<file path="src/rtl/fadder_initiator_if.sv">
// rtl/fadder_initiator_if.sv - command, response and adder-control bundle for fadder_initiator
// master is the initiator side; slave is the datapath controller plus adder side.
interface fadder_initiator_if #(
  parameter int DATA_WIDTH = 8,
  parameter int CNT_WIDTH  = 16
);
  logic                  cmd_valid;
  logic                  cmd_ready;
  logic                  cmd_op;
  logic [DATA_WIDTH-1:0] cmd_a;
  logic [DATA_WIDTH-1:0] cmd_b;
  logic                  cmd_cin;
  logic                  cmd_chain;

  logic                  rsp_valid;
  logic                  rsp_ready;
  logic [DATA_WIDTH-1:0] rsp_data;
  logic                  rsp_carry;
  logic                  rsp_err;
  logic [CNT_WIDTH-1:0]  op_count;

  logic                  fa_op;
  logic                  fa_ex;
  logic                  fa_vld_in;
  logic                  fa_carry_in;
  logic [DATA_WIDTH-1:0] fa_op_a;
  logic [DATA_WIDTH-1:0] fa_op_b;
  logic                  fa_vld_out;
  logic                  fa_carry_out;
  logic [DATA_WIDTH-1:0] fa_data_out;

  modport master (
    input  cmd_valid, cmd_op, cmd_a, cmd_b, cmd_cin, cmd_chain,
    output cmd_ready,
    output rsp_valid, rsp_data, rsp_carry, rsp_err, op_count,
    input  rsp_ready,
    output fa_op, fa_ex, fa_vld_in, fa_carry_in, fa_op_a, fa_op_b,
    input  fa_vld_out, fa_carry_out, fa_data_out
  );

  modport slave (
    output cmd_valid, cmd_op, cmd_a, cmd_b, cmd_cin, cmd_chain,
    input  cmd_ready,
    input  rsp_valid, rsp_data, rsp_carry, rsp_err, op_count,
    output rsp_ready,
    input  fa_op, fa_ex, fa_vld_in, fa_carry_in, fa_op_a, fa_op_b,
    output fa_vld_out, fa_carry_out, fa_data_out
  );
endinterface

</file>
<file path="src/rtl/fadder_initiator.sv">
// rtl/fadder_initiator.sv - sequences add/subtract commands onto the adder load/execute port
// One command in flight: IDLE -> LOAD -> EXEC -> WAIT -> RESP, all outputs registered.
module fadder_initiator #(
  parameter int DATA_WIDTH = 8,
  parameter int TIMEOUT    = 15,
  parameter int CNT_WIDTH  = 16
) (
  input logic               clk,
  input logic               reset_n,
  fadder_initiator_if.master bus
);
  localparam int WCW = $clog2(TIMEOUT + 1);
  localparam logic [WCW-1:0] TIMEOUT_W = WCW'(TIMEOUT);

  typedef enum logic [2:0] {
    S_IDLE,
    S_LOAD,
    S_EXEC,
    S_WAIT,
    S_RESP
  } state_t;

  state_t                r_state, w_state_nxt;
  logic                  r_cmd_ready, w_cmd_ready_nxt;
  logic                  r_rsp_valid, w_rsp_valid_nxt;
  logic [DATA_WIDTH-1:0] r_rsp_data, w_rsp_data_nxt;
  logic                  r_rsp_carry, w_rsp_carry_nxt;
  logic                  r_rsp_err, w_rsp_err_nxt;
  logic [CNT_WIDTH-1:0]  r_op_count, w_op_count_nxt;
  logic                  r_fa_op, w_fa_op_nxt;
  logic                  r_fa_ex, w_fa_ex_nxt;
  logic                  r_fa_vld_in, w_fa_vld_in_nxt;
  logic                  r_fa_carry_in, w_fa_carry_in_nxt;
  logic [DATA_WIDTH-1:0] r_fa_op_a, w_fa_op_a_nxt;
  logic [DATA_WIDTH-1:0] r_fa_op_b, w_fa_op_b_nxt;
  logic [WCW-1:0]        r_wait_cnt, w_wait_cnt_nxt;
  logic                  r_chain_carry, w_chain_carry_nxt;

  always_ff @(posedge clk) begin
    if (!reset_n) begin
      r_state       <= S_IDLE;
      r_cmd_ready   <= 1'b0;
      r_rsp_valid   <= 1'b0;
      r_rsp_data    <= '0;
      r_rsp_carry   <= 1'b0;
      r_rsp_err     <= 1'b0;
      r_op_count    <= '0;
      r_fa_op       <= 1'b0;
      r_fa_ex       <= 1'b0;
      r_fa_vld_in   <= 1'b0;
      r_fa_carry_in <= 1'b0;
      r_fa_op_a     <= '0;
      r_fa_op_b     <= '0;
      r_wait_cnt    <= '0;
      r_chain_carry <= 1'b0;
    end else begin
      r_state       <= w_state_nxt;
      r_cmd_ready   <= w_cmd_ready_nxt;
      r_rsp_valid   <= w_rsp_valid_nxt;
      r_rsp_data    <= w_rsp_data_nxt;
      r_rsp_carry   <= w_rsp_carry_nxt;
      r_rsp_err     <= w_rsp_err_nxt;
      r_op_count    <= w_op_count_nxt;
      r_fa_op       <= w_fa_op_nxt;
      r_fa_ex       <= w_fa_ex_nxt;
      r_fa_vld_in   <= w_fa_vld_in_nxt;
      r_fa_carry_in <= w_fa_carry_in_nxt;
      r_fa_op_a     <= w_fa_op_a_nxt;
      r_fa_op_b     <= w_fa_op_b_nxt;
      r_wait_cnt    <= w_wait_cnt_nxt;
      r_chain_carry <= w_chain_carry_nxt;
    end
  end

  // Next values describe the outputs of the state being entered, so each output is a flop.
  always_comb begin
    w_state_nxt       = r_state;
    w_cmd_ready_nxt   = r_cmd_ready;
    w_rsp_valid_nxt   = r_rsp_valid;
    w_rsp_data_nxt    = r_rsp_data;
    w_rsp_carry_nxt   = r_rsp_carry;
    w_rsp_err_nxt     = r_rsp_err;
    w_op_count_nxt    = r_op_count;
    w_fa_op_nxt       = r_fa_op;
    w_fa_ex_nxt       = 1'b0;
    w_fa_vld_in_nxt   = 1'b0;
    w_fa_carry_in_nxt = r_fa_carry_in;
    w_fa_op_a_nxt     = r_fa_op_a;
    w_fa_op_b_nxt     = r_fa_op_b;
    w_wait_cnt_nxt    = r_wait_cnt;
    w_chain_carry_nxt = r_chain_carry;

    case (r_state)
      S_IDLE: begin
        w_cmd_ready_nxt = 1'b1;
        if (bus.cmd_valid && r_cmd_ready) begin
          w_cmd_ready_nxt   = 1'b0;
          w_fa_op_nxt       = bus.cmd_op;
          w_fa_op_a_nxt     = bus.cmd_a;
          w_fa_op_b_nxt     = bus.cmd_b;
          w_fa_carry_in_nxt = bus.cmd_op & (bus.cmd_chain ? r_chain_carry : bus.cmd_cin);
          w_fa_vld_in_nxt   = 1'b1;
          w_state_nxt       = S_LOAD;
        end
      end
      S_LOAD: begin
        w_fa_ex_nxt = 1'b1;
        w_state_nxt = S_EXEC;
      end
      S_EXEC: begin
        w_wait_cnt_nxt = '0;
        w_state_nxt    = S_WAIT;
      end
      S_WAIT: begin
        if (bus.fa_vld_out) begin
          w_rsp_data_nxt    = bus.fa_data_out;
          w_rsp_carry_nxt   = bus.fa_carry_out;
          w_rsp_err_nxt     = 1'b0;
          w_rsp_valid_nxt   = 1'b1;
          w_chain_carry_nxt = r_fa_op & bus.fa_carry_out;
          w_state_nxt       = S_RESP;
        end else if (r_wait_cnt == TIMEOUT_W) begin
          // Error responses leave the chain carry untouched.
          w_rsp_data_nxt  = '0;
          w_rsp_carry_nxt = 1'b0;
          w_rsp_err_nxt   = 1'b1;
          w_rsp_valid_nxt = 1'b1;
          w_state_nxt     = S_RESP;
        end else begin
          w_wait_cnt_nxt = r_wait_cnt + 1'b1;
        end
      end
      S_RESP: begin
        if (bus.rsp_ready) begin
          w_rsp_valid_nxt = 1'b0;
          w_op_count_nxt  = r_op_count + 1'b1;
          w_cmd_ready_nxt = 1'b1;
          w_state_nxt     = S_IDLE;
        end
      end
      default: begin
        w_state_nxt = S_IDLE;
      end
    endcase
  end

  assign bus.cmd_ready   = r_cmd_ready;
  assign bus.rsp_valid   = r_rsp_valid;
  assign bus.rsp_data    = r_rsp_data;
  assign bus.rsp_carry   = r_rsp_carry;
  assign bus.rsp_err     = r_rsp_err;
  assign bus.op_count    = r_op_count;
  assign bus.fa_op       = r_fa_op;
  assign bus.fa_ex       = r_fa_ex;
  assign bus.fa_vld_in   = r_fa_vld_in;
  assign bus.fa_carry_in = r_fa_carry_in;
  assign bus.fa_op_a     = r_fa_op_a;
  assign bus.fa_op_b     = r_fa_op_b;
endmodule

</file>
<file path="src/flat_wrapper.sv">
// flat-port wrapper written by rule: the top's interface ports become plain ports
module fadder_initiator_flat 
#(
  parameter int DATA_WIDTH = 8,
  parameter int TIMEOUT    = 15,
  parameter int CNT_WIDTH  = 16
)
  (clk, reset_n, bus_cmd_valid, bus_cmd_op, bus_cmd_a, bus_cmd_b, bus_cmd_cin, bus_cmd_chain, bus_cmd_ready, bus_rsp_valid, bus_rsp_data, bus_rsp_carry, bus_rsp_err, bus_op_count, bus_rsp_ready, bus_fa_op, bus_fa_ex, bus_fa_vld_in, bus_fa_carry_in, bus_fa_op_a, bus_fa_op_b, bus_fa_vld_out, bus_fa_carry_out, bus_fa_data_out);
  fadder_initiator_if #(.DATA_WIDTH(DATA_WIDTH), .CNT_WIDTH(CNT_WIDTH)) bus_i ();
  input logic clk;
  input logic reset_n;
  input wire logic [$bits(bus_i.cmd_valid)-1:0] bus_cmd_valid;
  input wire logic [$bits(bus_i.cmd_op)-1:0] bus_cmd_op;
  input wire logic [$bits(bus_i.cmd_a)-1:0] bus_cmd_a;
  input wire logic [$bits(bus_i.cmd_b)-1:0] bus_cmd_b;
  input wire logic [$bits(bus_i.cmd_cin)-1:0] bus_cmd_cin;
  input wire logic [$bits(bus_i.cmd_chain)-1:0] bus_cmd_chain;
  output wire logic [$bits(bus_i.cmd_ready)-1:0] bus_cmd_ready;
  output wire logic [$bits(bus_i.rsp_valid)-1:0] bus_rsp_valid;
  output wire logic [$bits(bus_i.rsp_data)-1:0] bus_rsp_data;
  output wire logic [$bits(bus_i.rsp_carry)-1:0] bus_rsp_carry;
  output wire logic [$bits(bus_i.rsp_err)-1:0] bus_rsp_err;
  output wire logic [$bits(bus_i.op_count)-1:0] bus_op_count;
  input wire logic [$bits(bus_i.rsp_ready)-1:0] bus_rsp_ready;
  output wire logic [$bits(bus_i.fa_op)-1:0] bus_fa_op;
  output wire logic [$bits(bus_i.fa_ex)-1:0] bus_fa_ex;
  output wire logic [$bits(bus_i.fa_vld_in)-1:0] bus_fa_vld_in;
  output wire logic [$bits(bus_i.fa_carry_in)-1:0] bus_fa_carry_in;
  output wire logic [$bits(bus_i.fa_op_a)-1:0] bus_fa_op_a;
  output wire logic [$bits(bus_i.fa_op_b)-1:0] bus_fa_op_b;
  input wire logic [$bits(bus_i.fa_vld_out)-1:0] bus_fa_vld_out;
  input wire logic [$bits(bus_i.fa_carry_out)-1:0] bus_fa_carry_out;
  input wire logic [$bits(bus_i.fa_data_out)-1:0] bus_fa_data_out;
  assign bus_i.cmd_valid = bus_cmd_valid;
  assign bus_i.cmd_op = bus_cmd_op;
  assign bus_i.cmd_a = bus_cmd_a;
  assign bus_i.cmd_b = bus_cmd_b;
  assign bus_i.cmd_cin = bus_cmd_cin;
  assign bus_i.cmd_chain = bus_cmd_chain;
  assign bus_cmd_ready = bus_i.cmd_ready;
  assign bus_rsp_valid = bus_i.rsp_valid;
  assign bus_rsp_data = bus_i.rsp_data;
  assign bus_rsp_carry = bus_i.rsp_carry;
  assign bus_rsp_err = bus_i.rsp_err;
  assign bus_op_count = bus_i.op_count;
  assign bus_i.rsp_ready = bus_rsp_ready;
  assign bus_fa_op = bus_i.fa_op;
  assign bus_fa_ex = bus_i.fa_ex;
  assign bus_fa_vld_in = bus_i.fa_vld_in;
  assign bus_fa_carry_in = bus_i.fa_carry_in;
  assign bus_fa_op_a = bus_i.fa_op_a;
  assign bus_fa_op_b = bus_i.fa_op_b;
  assign bus_i.fa_vld_out = bus_fa_vld_out;
  assign bus_i.fa_carry_out = bus_fa_carry_out;
  assign bus_i.fa_data_out = bus_fa_data_out;
  fadder_initiator #(.DATA_WIDTH(DATA_WIDTH), .TIMEOUT(TIMEOUT), .CNT_WIDTH(CNT_WIDTH)) u_core (.clk(clk), .reset_n(reset_n), .bus(bus_i));
endmodule
</file>
<file path="config.mk">
export PLATFORM = sky130hd
export DESIGN_NAME = fadder_initiator_flat
export DESIGN_NICKNAME = d
export VERILOG_FILES = /design/src/rtl/fadder_initiator_if.sv /design/src/rtl/fadder_initiator.sv /design/src/flat_wrapper.sv
export SDC_FILE = /design/constraint.sdc
export NUM_CORES = 1
export LEC_CHECK = 0
export CORE_MARGIN = 2
export CORE_UTILIZATION = 44
export CTS_CLUSTER_SIZE = 8
export DETAILED_ROUTE_END_ITERATION = 16
export HOLD_SLACK_MARGIN = 0.02
export PLACE_DENSITY = 0.79
export RECOVER_POWER = 50
export SYNTH_ARGS = -nofsm -noshare
export SYNTH_HDL_FRONTEND = slang
export SYNTH_SLANG_ARGS = --single-unit
export TNS_END_PERCENT = 5
</file>
<file path="constraint.sdc">
create_clock -name clk -period 2.2 [get_ports clk]
set_input_delay 0.44 -clock clk [delete_from_list [all_inputs] [get_ports clk]]
set_output_delay 0.44 -clock clk [all_outputs]
set_load 0.02 [all_outputs]
</file>
==> summary.txt, run 1 <==
Pwr
  – VDD IR-drop max: 0.000364 V
  – Power Density: 544 nW/µm²
  – Leak: 1.18 nW

Hold path
  – Hold Path Stages: 2
  – Hold Startpoint: u_core.bus.fa_op_a[2]
  – Hold Crit Endpoint: u_core.bus.fa_op_a[2]
  – Hold WC Path Type: reg2reg

GRT
  – Met3 Use GR: 6.08%
  – Met2 GRT Util: 31.3%
  – Gr busiest metal: met2
  – Vias in the first global route: 1871
  – GRT Overall Usage: 19.2%
  – Largest net degree at the start of global routing: 29
  – First-pass GRT wire length: 8510 µm
  – Total gr overflow: 0
  – Antenna violations before repair: 0
  – Met1 GRT Util: 24.8%

Layout
  – Commonest non-fill, non-tap cell in the layout: clkdlybuf4s50_1
  – Layout net count: 388
  – Commonest cells after routing, fill and taps aside: clkdlybuf4s50_1 (61), dfxtp_1 (56), nand2_1 (55), a21oi_1 (38), dlygate4sd3_1 (19)
  – N_diodes: 0
  – Area Overhead vs Synth: 43.8%
  – Share of cells above drive strength 1: 5.95%

Routing
  – Vias per cell: 5.14
  – Drt drc: 0
  – Drt first pass iters: 4
  – Routed vias: 2174
  – DR iter-0 viols: 123
  – Number of nets with antenna violations after routing: 0
  – Wire per inst: 12.9 µm
  – Routed wire length: 5450 µm

Clock tree
  – Post-CTS Hold Buffers: 0
  – Root Buffer: clkbuf_8
  – H-tree depth: 2
  – CTS max path bufs: 2
  – CTS buffer count: 5
  – Post-cts repair resize count: 0
  – CTS tree: yes
  – Worst-path clk slew: 0.09 ns
  – Sink Count: 56
  – Clock Latency Late Sink: 0.31 ns
  – Post-CTS Setup Bufs: 0

STA
  – Fin. Hold Viols: 0
  – Minimum clock period: 1.98 ns
  – RSZ-0062 raised after global routing: false
  – Hold slack: 0.454 ns
  – Setup_tns: 0 ns
  – Slew headroom: 39.0%
  – Crit share post-route: 90.1%
  – Slew Viols, Final: 0
  – Max Fclk: 0.504 GHz
  – Slew @ Worst Pin: 0.915 ns
  – Skew final: 0.00757 ns
  – # setup viols final: 0

Flow run
  – Max_cap viols: 0

Floorplan
  – Die W: 75.8 µm
  – Die area: 5750 µm²
  – Core footprint: 5040 µm²
  – Row cnt: 26
  – Die height: 75.8 µm
  – Starting Density: 45.0%
  – IO Pins: 81

Worst setup path
  – Critical path type: in2reg
  – CP required: 2.44 ns
  – CP endpoint kind: flip-flop
  – Reg2reg path depth: 5
  – Startpoint types: primary input
  – Crit-path cells: clkdlybuf4s50_1, nand2_1, nor4_4, clkbuf_1, nand3_1, a21oi_1
  – R2R Path Start: u_core.r_state[2]
  – Slowest CP cell: clkbuf_1
  – Reg-to-reg critical path endpoint: u_core.bus.fa_carry_in
  – Worst Path Buf+Inv: 2
  – Worst-path maximum fanout: 19
  – Largest stage delay, worst path: 0.71 ns
  – Worst reg2reg setup slack: 0.25 ns
  – CP arrival: 2.22 ns
  – CP delay by family, top: buffers and inverters

Logic synthesis
  – Post-synthesis cell count: 266
  – Post-synthesis sequential area ratio: 49.4%
  – Main flop type after synthesis: dfxtp_1
  – Mean area per synthesized cell: 8.54 µm²
  – Post-synth cell types: 41
  – Number of synthesized flops with an enable pin: 0
  – Flops & latches, synth: 56
  – Post-synth ARST share: 0%
  – Post-Syn Nets: 301
  – YS warnings: 0
  – Mapped Area: 2270 µm²

Outcome
  – Status: finished clean

Placement
  – Port buffer count: 80
  – Routability Congestion: 0.826
  – Final HPWL DP: 3890 µm
[layer usage]
layer / wire length, µm / up-vias
li1: - / 1102
met1: 2540 / 1009
met2: 2500 / 57
met3: 358 / 6
met4: 47 / 0
met5: 0 / -
[final cells by class]
| cell class | count | area, µm² |
|---|---|---|
| clock buffers | 6 | 72.6 |
| repair buffers | 95 | 892 |
| well taps | 70 | 87.6 |
| clock inverters | 1 | 5.00 |
| fillers | 454 | 1780 |
| inverters | 2 | 7.51 |
| flip-flops and latches | 56 | 1120 |
| multi-input cells | 193 | 1080 |
[cells in the mapped netlist, drive strengths merged (2+ instances only)]
library cell / n / share of area, %
and2: 3 / 0.83
o21ai: 4 / 0.88
or3: 3 / 0.83
nand2b: 2 / 0.55
inv: 2 / 0.33
dfxtp: 56 / 49
ha: 2 / 1.1
nor3: 4 / 0.88
clkbuf: 12 / 2.1
a21oi: 38 / 8.4
and4: 2 / 0.77
xor2: 8 / 3.1
mux2i: 2 / 0.88
nand3: 16 / 4.1
nor2: 18 / 3.0
nand2: 55 / 9.1
o31ai: 4 / 1.3
buf: 3 / 0.61
nand4: 8 / 2.2
xnor2: 2 / 0.77
or4: 6 / 2.0
[power breakdown]
part / total [mW] / switching (mW) / leakage [nW] / internal [mW]
Combinational: 0.197 / 0.0938 / 0.689 / 0.103
Clock: 0.533 / 0.316 / 0.0410 / 0.218
Sequential: 1.05 / 0.0130 / 0.453 / 1.03
Total: 1.78 / 0.423 / 1.18 / 1.36
[logic make-up after synthesis]
group	after synthesis	synth area share (%)
xor gates and xnor gates	10	3.86
buffers and inverters	17	3.09
muxes	3	1.38
and+or+nand+nor	125	28.0
DFF	56	49.4
AOI/OAI and AO/OA	53	13.2
adders and majority gates	2	1.10
[flip-flops by register name (all words and copies together) (netlist names)]
name,count
u_core.bus.op_count,16
u_core.bus.fa_op_a,8
u_core.bus.fa_op_b,8
u_core.bus.rsp_data,8
u_core.r_wait_cnt,4
u_core.r_state,3
u_core.bus.cmd_ready,1
u_core.bus.fa_carry_in,1
u_core.bus.fa_ex,1
u_core.bus.fa_op,1
u_core.bus.fa_vld_in,1
u_core.bus.rsp_carry,1
u_core.bus.rsp_err,1
u_core.bus.rsp_valid,1
u_core.r_chain_carry,1
[through the flow]
| step | setup slack [ns] | total power [mW] | cell area (µm²) | instances | utilization (%) |
|---|---|---|---|---|---|
| after floorplan | 0.361 | 1.15 | 2270 | 266 | - |
| after global placement | -0.0527 | 1.27 | 3210 | 416 | 63.6 |
| after detailed placement | -0.0716 | 1.28 | 3210 | 416 | 63.6 |
| after CTS | 0.258 | 1.80 | 3290 | 423 | 65.2 |
| after global routing | 0.0972 | 1.86 | 3270 | 423 | 64.8 |
| final | 0.218 | 1.78 | 3270 | 423 | 64.8 |
[tightest hold or removal path, stage by stage, from the launching register on]
cell and delay [ns]:
dfxtp_1 0.31, nand2_1 0.05, a21oi_1 0.05
[worst max-delay path by stage]
| stage | start | end | slack (ns) | cells after the start |
|---|---|---|---|---|
| floorplan | u_core.r_wait_cnt[0] | u_core.r_wait_cnt[3] | 0.36 | 5 |
| global placement | bus_rsp_ready | u_core.bus.op_count[12] | -0.05 | 6 |
| detailed placement | bus_rsp_ready | u_core.bus.op_count[12] | -0.07 | 6 |
| CTS | bus_rsp_ready | u_core.bus.op_count[12] | 0.26 | 6 |
| global route | bus_cmd_valid | u_core.bus.fa_carry_in | 0.1 | 6 |
| finish | bus_cmd_valid | u_core.bus.fa_carry_in | 0.22 | 6 |
Note: power is estimated with default switching activity, not from simulation.
==> run 2: changes to the inputs <==
ABC_AREA = 1   (was not set)
CORE_UTILIZATION = 25   (was 44)
PLACE_DENSITY = not set   (was 0.79)
==> run 2 against run 1 <==
Utilization down 28 points; total power is 40% higher; global-route usage decreased by 7.3 points; count of clock-buffer cells in the layout stayed put; hold slack better by 0.020 ns; combinational power grew to 3.6 times the previous value; register-to-register slack improved by 0.08 ns; die area up 80%; highest routed layer unchanged; largest cell class unchanged; design area rose by 2.7%.
==> summary.txt, run 2 <==
Outcome
  – Status: finished clean

Pwr
  – Net Sw Power: 0.830 mW
  – Leak: 1.20 nW
  – VDD IR-drop max: 0.000356 V
  – Clock share of power: 23.1%
  – Sw Ratio: 33.4%
  – Combinational Power Share: 28.4%
  – Sequential power share: 48.4%
  – Internal power contribution: 1.66 mW
  – Power Density: 742 nW/µm²

Worst setup path
  – CP arrival: 2.12 ns
  – Reg-to-reg critical path endpoint: u_core.r_chain_carry
  – Critical Path Sink: u_core.r_chain_carry
  – CP endpoint kind: flip-flop
  – R2R Path Start: u_core.r_state[0]
  – CP required: 2.44 ns
  – Launch point of the critical path: u_core.r_state[0]
  – Startpoint types: flip-flop
  – Worst reg2reg setup slack: 0.33 ns
  – Reg2reg path depth: 6
  – Critical path type: reg2reg
  – Worst-path maximum fanout: 11

Clock tree
  – CTS max path bufs: 2
  – Sink Count: 56
  – Root Buffer: clkbuf_8
  – Post-cts repair resize count: 0
  – Worst-path clk slew: 0.11 ns
  – Clock Latency Late Sink: 0.31 ns
  – Post-CTS Setup Bufs: 0
  – CTS tree: yes
  – Post-CTS Hold Buffers: 0
  – CTS buffer count: 5
  – H-tree depth: 2

Logic synthesis
  – Post-synthesis cell count: 331
  – Post-Syn Nets: 366
  – Post-synthesis sequential area ratio: 47.0%
  – Flops & latches, synth: 56
  – Mean area per synthesized cell: 7.21 µm²
  – Post-synth ARST share: 0%
  – Commonest cells post-synth: nand2_1 (110), dfxtp_1 (56), a21oi_1 (40), nor2_1 (38), inv_1 (22)
  – Number of synthesized flops with an enable pin: 0
  – Count leader, synth: nand2_1
  – YS warnings: 0
  – Post-synth cell types: 27
  – Area contributors post-synth: dfxtp_1 (47%), nand2_1 (17%), a21oi_1 (8.4%)
  – Mapped Area: 2390 µm²
  – Area leader, netlist: dfxtp_1
  – Main flop type after synthesis: dfxtp_1
  – Share of the synthesized area in the top cell type: 47.0%

Layout
  – Commonest non-fill, non-tap cell in the layout: nand2_1
  – Multi-input logic area: 1050 µm²
  – Max reg flops: 16
  – Area Overhead vs Synth: 40.6%
  – N_diodes: 0
  – Filler instances: 980
  – Sequential Area: 1120 µm²
  – Layout net count: 447
  – Commonest cells after routing, fill and taps aside: nand2_1 (111), clkdlybuf4s50_1 (78), dfxtp_1 (56), nor2_1 (40), a21oi_1 (40)
  – Share of cells above drive strength 1: 4.60%
  – Fin area: 3350 µm²
  – Non-filler instance count after layout: 542

Floorplan
  – Core footprint: 9240 µm²
  – Row cnt: 35
  – Die W: 102 µm
  – IO Pins: 81
  – Starting Density: 25.8%
  – Die area: 10300 µm²
  – Die height: 102 µm

STA
  – Slew headroom: 52.0%
  – Slew @ Worst Pin: 0.720 ns
  – Hold slack: 0.473 ns
  – Fin. Hold Viols: 0
  – Slew Viols, Final: 0
  – RSZ-0062 raised after global routing: false
  – Max Fclk: 0.534 GHz
  – Skew final: 0.00855 ns
  – # setup viols final: 0
  – Setup_tns: 0 ns
  – Minimum clock period: 1.87 ns
  – Crit share post-route: 85.2%

Placement
  – Routability Congestion: 0.785
  – Port buffer count: 80
  – Final HPWL DP: 4460 µm
  – Inst Count DP: 534
  – Dpl cell area: 3320 µm²

Routing
  – Drt drc: 0
  – Number of nets with antenna violations after routing: 0
  – Routed wire length: 6050 µm
  – DR iter-0 viols: 66
  – Wire per inst: 11.2 µm
  – Routed vias: 2311
  – Drt first pass iters: 4
  – Vias per cell: 4.26

GRT
  – Vias in the first global route: 2118
  – Total gr overflow: 0
  – Antenna violations before repair: 0
  – Largest net degree at the start of global routing: 21
  – GRT Overall Usage: 11.9%
  – First-pass GRT wire length: 9820 µm

Flow run
  – Max_cap viols: 0

Hold path
  – Hold Startpoint: u_core.bus.fa_op_a[7]
  – Hold WC Path Type: reg2reg
-- run 2: changes by cell type in the layout (fill, tap and decap cells not counted), moves of 8 or more --
cell / delta
clkdlybuf4s50_1: +17
dlygate4sd3_1: -17
inv_1: +21
nand2_1: +56
nor2_1: +22
xor2_1: -8
-- run 2: how the worst min path moves through the flow --
stage,to,cells after the start
after floorplan,u_core.r_wait_cnt[2],2
after global placement,u_core.bus.fa_op_a[4],2
after detailed placement,u_core.bus.fa_op_a[7],2
after CTS,u_core.bus.fa_op_a[7],2
after global routing,u_core.bus.fa_op_a[4],2
final,u_core.bus.fa_op_a[7],2
-- run 2: critical path: stages (launching register included) --
cell and delay [ns]:
dfxtp_1 0.44, inv_1 0.11, nor2_1 0.31, inv_2 0.08, nor2_1 0.55, nand2_1 0.16, o21ai_1 0.17
-- run 2: logic make-up (layout without fill, tap and decap cells) --
kind of cell / count (synthesis) / count (layout) / share of synthesized area, %
mux: 1 / 1 / 0.420
simple gates: 188 / 188 / 34.7
flops: 56 / 56 / 47.0
compound gates: 47 / 47 / 9.91
buf+inv: 37 / 119 / 6.97
fa+ha+maj: 2 / 2 / 1.05
-- run 2: layout make-up --
| cell class | instances | area share (%) |
|---|---|---|
| multi-input cells | 238 | 31.4 |
| clock inverters | 2 | 0.485 |
| clock buffers | 6 | 2.16 |
| repair buffers | 84 | 24.7 |
| well taps | 129 | 4.81 |
| inverters | 27 | 3.06 |
| flip-flops and latches | 56 | 33.4 |
-- run 2: per-layer routing --
layer  global-route usage [%]  wire (µm)
met1                     15.2       2870
met2                     19.0       2700
met3                     4.28        449
met4                     3.12         29
met5                        0          0
-- run 2: power by group through the flow --
stage          Sequential, mW  Clock [mW]  Combinational, mW
3_3_place_gp             1.23           0              0.749
3_5_place_dp             1.23           0              0.757
6_report                 1.21       0.576              0.707
5_1_grt                  1.22       0.632              0.797
4_1_cts                  1.21       0.596              0.760
2_1_floorplan            1.31           0              0.384
-- run 2: through the flow --
stage	total power [mW]	setup WS [ns]	util, %
3_3_place_gp	1.98	0.431	35.9
2_1_floorplan	1.70	0.780	-
6_report	2.49	0.326	36.3
5_1_grt	2.65	0.144	36.3
4_1_cts	2.57	0.349	36.8
3_5_place_dp	1.99	0.386	35.9
==> run 3: changes to the inputs <==
CORE_UTILIZATION = 35   (was 25)
==> run 3 against run 2 <==
Sequential power hardly changed; design area is 1.4% lower; critical endpoint is now u_core.bus.fa_op; first-iteration DRC count is 12% lower.
==> summary.txt, run 3 (synthesis gave the netlist of run 2 again) <==
Floorplan
  – Die W: 86.6 µm
  – Core footprint: 6680 µm²
  – IO Pins: 81
  – Die area: 7490 µm²
  – Starting Density: 35.7%
  – Die height: 86.6 µm
  – Row cnt: 30

Worst setup path
  – CP required: 2.43 ns
  – Startpoint types: primary input
  – Slowest CP cell: clkinvlp_2
  – R2R Path Start: u_core.r_state[1]
  – Critical path type: in2reg
  – Launch point of the critical path: bus_cmd_valid
  – CP endpoint kind: flip-flop
  – Largest stage delay, worst path: 0.55 ns
  – Worst-path maximum fanout: 19
  – Reg-to-reg critical path endpoint: u_core.bus.op_count[15]
  – CP arrival: 2.07 ns
  – Reg2reg path depth: 6
  – Critical Path Sink: u_core.bus.fa_op
  – Worst reg2reg setup slack: 0.46 ns
  – Crit-path cells: clkdlybuf4s50_1, nand4_4, clkinvlp_2, o21ai_0

Pwr
  – VDD IR-drop max: 0.000423 V
  – Sw Ratio: 33.6%
  – Sequential power share: 48.4%
  – Power Density: 755 nW/µm²
  – Internal power contribution: 1.66 mW
  – Overall power: 2.50 mW
  – Clock share of power: 22.8%
  – Net Sw Power: 0.841 mW
  – Leak: 1.20 nW
  – Combinational Power Share: 28.8%

Layout
  – Layout net count: 446
  – N_diodes: 0
  – Area Overhead vs Synth: 38.6%
  – Max reg flops: 16
  – Commonest cells after routing, fill and taps aside: nand2_1 (111), clkdlybuf4s50_1 (79), dfxtp_1 (56), a21oi_1 (40), nor2_1 (39)
  – Fin area: 3310 µm²
  – Commonest non-fill, non-tap cell in the layout: nand2_1
  – Share of cells above drive strength 1: 4.37%
  – Util after Layout: 49.5%

Clock tree
  – CTS tree: yes
  – CTS max path bufs: 2
  – CTS buffer count: 5
  – Post-cts repair resize count: 0
  – Root Buffer: clkbuf_8
  – Clock Latency Late Sink: 0.31 ns
  – Sink Count: 56
  – Worst-path clk slew: 0.11 ns
  – H-tree depth: 2
  – Post-CTS Hold Buffers: 0
  – Post-CTS Setup Bufs: 0

Outcome
  – Status: finished clean

Placement
  – Final HPWL DP: 4150 µm
  – Routability Congestion: 0.793
  – Port buffer count: 80
  – Dpl cell area: 3250 µm²

Routing
  – Routed vias: 2281
  – DR iter-0 viols: 58
  – Drt drc: 0
  – Vias per cell: 4.64
  – Drt first pass iters: 4
  – Routed wire length: 5710 µm
  – Number of nets with antenna violations after routing: 0
  – Wire per inst: 11.6 µm

GRT
  – Total gr overflow: 0
  – Vias in the first global route: 2155
  – Antenna violations before repair: 0
  – GRT Overall Usage: 16.2%
  – Largest net degree at the start of global routing: 21
  – First-pass GRT wire length: 9840 µm

STA
  – Slew Viols, Final: 0
  – Fin. Hold Viols: 0
  – Minimum clock period: 1.83 ns
  – Setup_tns: 0 ns
  – Skew final: 0.0112 ns
  – # setup viols final: 0
  – Hold slack: 0.470 ns
  – Crit share post-route: 83.4%
  – Max Fclk: 0.545 GHz
  – RSZ-0062 raised after global routing: false
  – Slew headroom: 55.2%
  – Slew @ Worst Pin: 0.669 ns

Hold path
  – Hold WC Path Type: reg2reg

Flow run
  – Max_cap viols: 0
-- run 3: per-stage QoR --
stage          std cells  worst slack, ns
2_1_floorplan        331            0.780
3_3_place_gp         484            0.331
3_5_place_dp         484            0.313
4_1_cts              492            0.349
5_1_grt              492            0.199
6_report             492            0.366
-- run 3: metal layers --
metal | global-route usage, % | wire length (µm) | up-vias
li1 | - | - | 1210
met3 | 6.67 | 514 | 6
met1 | 20.5 | 2660 | 991
met2 | 26.1 | 2500 | 74
met5 | 0 | 0 | -
met4 | 3.69 | 40 | 0
-- run 3: worst max-delay path, delay by kind of cell --
kind	cells	cell delay, ns
buf+inv	2	1.03
compound gates	1	0.32
simple gates	1	0.26
-- run 3: area by class of cell --
| type | instances | area, µm² |
|---|---|---|
| fillers | 690 | 3370 |
| flip-flops and latches | 56 | 1120 |
| multi-input cells | 238 | 1080 |
| repair buffers | 83 | 820 |
| inverters | 27 | 103 |
| well taps | 80 | 100 |
| clock buffers | 6 | 72.6 |
| clock inverters | 2 | 16.3 |
-- run 3: power by group through the flow --
stage / sequential [mW] / combinational (mW) / clock, mW
floorplan: 1.31 / 0.384 / 0
detailed placement: 1.23 / 0.744 / 0
global route: 1.23 / 0.803 / 0.640
finish: 1.21 / 0.720 / 0.570
CTS: 1.21 / 0.747 / 0.595
global placement: 1.23 / 0.743 / 0
-- run 3: how the worst min path moves through the flow --
stage	startpoint	end	slack (ns)	cells after the start
after floorplan	u_core.r_wait_cnt[2]	u_core.r_wait_cnt[2]	0.45	2
after global placement	u_core.bus.rsp_data[4]	u_core.bus.rsp_data[4]	0.45	2
after detailed placement	u_core.bus.rsp_data[4]	u_core.bus.rsp_data[4]	0.46	2
after CTS	u_core.bus.rsp_data[4]	u_core.bus.rsp_data[4]	0.47	2
after global routing	u_core.bus.rsp_valid	u_core.bus.rsp_valid	0.49	2
final	u_core.bus.rsp_data[6]	u_core.bus.rsp_data[6]	0.47	2
